File: src/rtl/matrix_memory.sv
// Purpose: ROWS x COLS element store with registered reads, range checking and a row-major clear sweep.
// Latency: reads return on readData/readValid one cycle after the request edge; writes land on the request edge.
// Backpressure: none on the port; while busy is high every read, write and start_clear request is dropped.
module matrix_memory #(
    parameter int DATA_WIDTH = 8,
    parameter int ROWS       = 10,
    parameter int COLS       = 10
) (
    input  logic                  clk,
    input  logic                  reset_n,
    input  logic                  en_Read,
    input  logic                  en_Write,
    input  logic [3:0]            rowAddr,
    input  logic [3:0]            colAddr,
    input  logic [DATA_WIDTH-1:0] writeData,
    output logic [DATA_WIDTH-1:0] readData,
    output logic                  readValid,
    input  logic                  start_clear,
    output logic                  busy,
    output logic                  addr_err
);

    // Compare in 5 bits so ROWS/COLS up to 16 stay representable.
    localparam logic [4:0] ROWS_L   = 5'(ROWS);
    localparam logic [4:0] COLS_L   = 5'(COLS);
    localparam logic [3:0] ROW_LAST = 4'(ROWS - 1);
    localparam logic [3:0] COL_LAST = 4'(COLS - 1);

    typedef enum logic {
        IDLE  = 1'b0,
        CLEAR = 1'b1
    } state_t;

    state_t state_q;
    state_t state_d;

    // Sweep index kept as a row/column pair; walking columns first gives row-major order.
    logic [3:0] clr_row_q;
    logic [3:0] clr_col_q;

    // Storage is deliberately not reset.
    logic [DATA_WIDTH-1:0] mem [ROWS][COLS];

    logic addr_ok;
    logic is_idle;
    logic take_clear;
    logic port_rd;
    logic port_wr;
    logic sweep_last;

    assign addr_ok    = ({1'b0, rowAddr} < ROWS_L) && ({1'b0, colAddr} < COLS_L);
    assign is_idle    = (state_q == IDLE);
    // A clear request wins over any access presented on the same edge.
    assign take_clear = is_idle && start_clear;
    assign port_rd    = is_idle && !start_clear && en_Read;
    assign port_wr    = is_idle && !start_clear && en_Write;
    assign sweep_last = (clr_row_q == ROW_LAST) && (clr_col_q == COL_LAST);
    assign busy       = (state_q == CLEAR);

    // State register.
    always_ff @(posedge clk or negedge reset_n) begin
        if (!reset_n) begin
            state_q <= IDLE;
        end else begin
            state_q <= state_d;
        end
    end

    // Next state: enter CLEAR on request, leave on the edge that zeroes the final element.
    always_comb begin
        state_d = state_q;
        case (state_q)
            IDLE:    if (start_clear) state_d = CLEAR;
            CLEAR:   if (sweep_last)  state_d = IDLE;
            default: state_d = IDLE;
        endcase
    end

    // Sweep index: load zero on entry, advance once per CLEAR cycle.
    always_ff @(posedge clk or negedge reset_n) begin
        if (!reset_n) begin
            clr_row_q <= '0;
            clr_col_q <= '0;
        end else if (take_clear) begin
            clr_row_q <= '0;
            clr_col_q <= '0;
        end else if (state_q == CLEAR) begin
            if (clr_col_q == COL_LAST) begin
                clr_col_q <= '0;
                clr_row_q <= clr_row_q + 4'd1;
            end else begin
                clr_col_q <= clr_col_q + 4'd1;
            end
        end
    end

    // Read data, read strobe and range-error strobe; out-of-range reads return zero.
    always_ff @(posedge clk or negedge reset_n) begin
        if (!reset_n) begin
            readData  <= '0;
            readValid <= 1'b0;
            addr_err  <= 1'b0;
        end else begin
            readValid <= port_rd;
            addr_err  <= (port_rd || port_wr) && !addr_ok;
            if (port_rd) begin
                readData <= addr_ok ? mem[rowAddr][colAddr] : '0;
            end
        end
    end

    // Storage writes: the sweep owns the array while clearing, otherwise in-range port writes land.
    always_ff @(posedge clk) begin
        if (state_q == CLEAR) begin
            mem[clr_row_q][clr_col_q] <= '0;
        end else if (port_wr && addr_ok) begin
            mem[rowAddr][colAddr] <= writeData;
        end
    end

endmodule
File: config.mk
export PLATFORM = sky130hd
export DESIGN_NAME = matrix_memory
export DESIGN_NICKNAME = d
export VERILOG_FILES = /design/src/rtl/matrix_memory.sv
export SDC_FILE = /design/constraint.sdc
export NUM_CORES = 1
export LEC_CHECK = 0
export ABC_AREA = 1
export BUFFER_PORTS_ARGS = -buffer_cell sky130_fd_sc_hd__buf_4
export CORE_UTILIZATION = 65
export DETAILED_ROUTE_END_ITERATION = 8
export PLACE_DENSITY = 0.82
export SYNTH_ARGS = -nofsm -noshare
export SYNTH_HDL_FRONTEND = slang
export SYNTH_SLANG_ARGS = --single-unit
File: constraint.sdc
create_clock -name clk -period 8.7 [get_ports clk]
set_clock_uncertainty 0.15 [all_clocks]
set_input_delay 2.175 -clock clk [delete_from_list [all_inputs] [get_ports clk]]
set_output_delay 2.175 -clock clk [all_outputs]
set_load 0.01 [all_outputs]
==> qor.yml <==
run_status:
  status: "complete, no violations"
timing:
  tns_ns: 0
  timing.final.crit_period_ns: 5.00
  whs_ns: 0.403
  rsz0062_at_grt: "no"
  final.period_utilization_pct: 57.4
  worst_pin_slew_ns: 1.47
  fmax_mhz: 200
  relSlewSlack_pct: 2.11
  setup_viol: 0
  finalHoldViolations: 0
  setup_slack_ns: 3.70
  drv_slew: 0
global_routing:
  antenna_found_initial: 1
  grt_pass1_wl_um: 125000
  grt_pass1_vias: 22200
  grt-ovfl-total: 0
  grt_max_degree: 189
  track_usage_pct: 31.8
logic_synthesis:
  yosysTopAreaCell: "edfxtp_1"
  synth_common_cells: "nand2_1 (873), edfxtp_1 (800), nand3_1 (464), nor2_1 (262), clkbuf_1 (83)"
  synth_nets: 2912
  avgSynthCellArea_um2: 11.6
  synthArstFlopShare_pct: 2.32
  synthesis.area_um2: 33400
  synth_cells: 2889
  yosysMostFrequentCell: "nand2_1"
  netlist.area_leader.share_pct: 71.9
  ys_seq_area_share_pct: 73.3
  synth_area_leaders: "edfxtp_1 (72%), nand2_1 (9.8%), nand3_1 (6.9%), nor2_1 (2.9%), dfrtp_1 (1.4%)"
  synth_edf_count: 800
  yosysWarnings: 0
  synth-seq-cells: 819
  synth_flop_cell: "edfxtp_1"
  synth.distinct_cells: 34
cts:
  cts_hold_buf: 0
  cts-resized-gates: 0
  numCtsBuffers: 78
  cts_buffer_depth: 3
  h-tree-depth: 3
  clk_pin_slew_worst_paths_ns: 0.06
  post-cts-setup-buffers: 0
  cts_tree: "built"
  cts-root-buf: "clkbuf_16"
  clock_latency_ns: 0.62
  clkSinkCount: 819
routing:
  vias: 22700
  vias_per_cell: 6.32
  dr.pass1.iters: 6
  wl_per_cell_um: 22.8
  dr.first_iter.drc_count: 3399
  ant_nets: 0
  post-route-drc-count: 0
  wirelength_um: 82100
floorplan:
  die_h_um: 229
  io_pins: 32
  core_um2: 50500
  num_rows: 82
  die_x_um: 229
  start_util_pct: 66.2
  die_area_um2: 52300
pwr:
  power_density_nw_per_um2: 228
  irDropWorstVdd_v: 0.000214
  combinationalPowerShare_pct: 9.1
  internal_power_mw: 6.29
  p_sw_share_pct: 24.3
  leakagePower_nw: 13.9
  fin_total_pwr_mw: 8.31
  seqPwrFrac_pct: 53.1
  clock_power_share_pct: 37.9
  switchingPower_mw: 2.02
finish:
  nFillCells: 3141
  multi_input_area_um2: 8070
  design_area_um2: 36500
  antenna_cells: 0
  seq_area_um2: 24500
  drive_above_1_share_pct: 6.80
  area_delta_synth_final_pct: 9.19
  finalNetCount: 2889
hold_path:
  hold_start: "readData[6]$_DFFE_PN0P_"
  hold_end: "readData[6]$_DFFE_PN0P_"
  hold_path.class: "register to register"
  hold_depth: 2
placement:
  port_buffers: 31
  gp_routability_congestion: 0.901
  postPlaceCellArea_um2: 34200
  place_ws_ns: 3.26
  post-dp-hpwl_um: 46300
job:
  max-cap-violations: 0
setup_path:
  r2r-start: "busy$_DFF_PN0_"
  crit_fanout: 27
  critPathCaptureType: "register"
  startpoint_type: "input port"
  r2r_end: "mem[4][53]$_DFFE_PP_"
  reg2regPathDepth: 6
  path_class: "input port to register"
  crit_arrival_ns: 5.08
  cp.required_ns: 8.79
  r2r_slack_ns: 5.09
-- area by class of cell --
class                           instances  area share [%]
Inverter                               73           0.778
Timing Repair Buffer                   59            1.31
Multi-Input combinational cell       1835            22.1
Sequential cell                       819            67.1
Tap cell                              672            2.30
Clock buffer                          105            5.74
Clock inverter                         34           0.614
-- critical path, cell delays in order --
cell,delay [ns]
buf_4,0.34
o21ai_1,0.15
nand2_1,0.17
nor3_4,0.07
inv_2,0.44
nor2_2,0.11
a22oi_1,1.11
nor2_1,0.50
-- cells by family (layout without fill, tap and decap cells) --
family,count (synthesis),in the layout,synth area share [%]
DFF,819,819,73.3
xor gates and xnor gates,1,1,0.0262
AOI/OAI and AO/OA,206,206,3.58
adders and majority gates,2,2,0.0749
buffers and inverters,235,271,2.80
and+or+nand+nor,1626,1626,20.2
-- power by group through the flow --
stage | clock (mW) | sequential, mW | combinational [mW]
final | 3.15 | 4.41 | 0.752
after global routing | 3.29 | 4.41 | 0.801
after CTS | 3.15 | 4.41 | 0.727
after detailed placement | 0 | 4.49 | 0.719
after global placement | 0 | 4.49 | 0.696
after floorplan | 0 | 4.48 | 0.452
-- placed cells by master, fill, tap and decap left out, types with 19 or more instances in the layout --
master | Yosys | layout
a21oi_1 | 52 | 52
buf_4 | 0 | 55
clkbuf_1 | 83 | 24
clkbuf_16 | 0 | 79
dfrtp_1 | 19 | 19
edfxtp_1 | 800 | 800
inv_1 | 66 | 65
nand2_1 | 873 | 873
nand3_1 | 464 | 464
nor2_1 | 262 | 251
o21a_1 | 38 | 38
o21ai_0 | 81 | 81
-- metrics by stage --
step | util, % | instances
2_1_floorplan | - | 2889
3_3_place_gp | 67.7 | 3458
3_5_place_dp | 67.7 | 3458
4_1_cts | 72.3 | 3597
5_1_grt | 72.3 | 3597
6_report | 72.3 | 3597
-- routing by layer --
metal  global-route usage, %  vias up  share of wire, %
met1                    43.9    10700                37
met5                       0        -             0.011
met4                    15.5        2               4.4
met2                    49.4     1765                46
met3                    6.06      279                13
li1                        -    10000                 -
-- state kept, by name, summed over array words and instances, names as in the netlist --
| register | count |
|---|---|
| readValid | 1 |
| clr_col_q | 4 |
| busy | 1 |
| mem | 800 |
| addr_err | 1 |
| readData | 8 |
| clr_row_q | 4 |
-- worst max-delay path by stage --
stage / to / slack [ns] / startpoint
CTS: mem[4][74]$_DFFE_PP_ / 3.88 / rowAddr[2]
finish: mem[4][74]$_DFFE_PP_ / 3.70 / rowAddr[2]
floorplan: mem[0][0]$_DFFE_PP_ / 2.50 / rowAddr[1]
detailed placement: mem[4][77]$_DFFE_PP_ / 3.26 / rowAddr[3]
global placement: mem[4][73]$_DFFE_PP_ / 3.36 / rowAddr[3]
global route: readData[5]$_DFFE_PN0P_ / 3.63 / rowAddr[0]
Power figures use the tool's default switching activity.
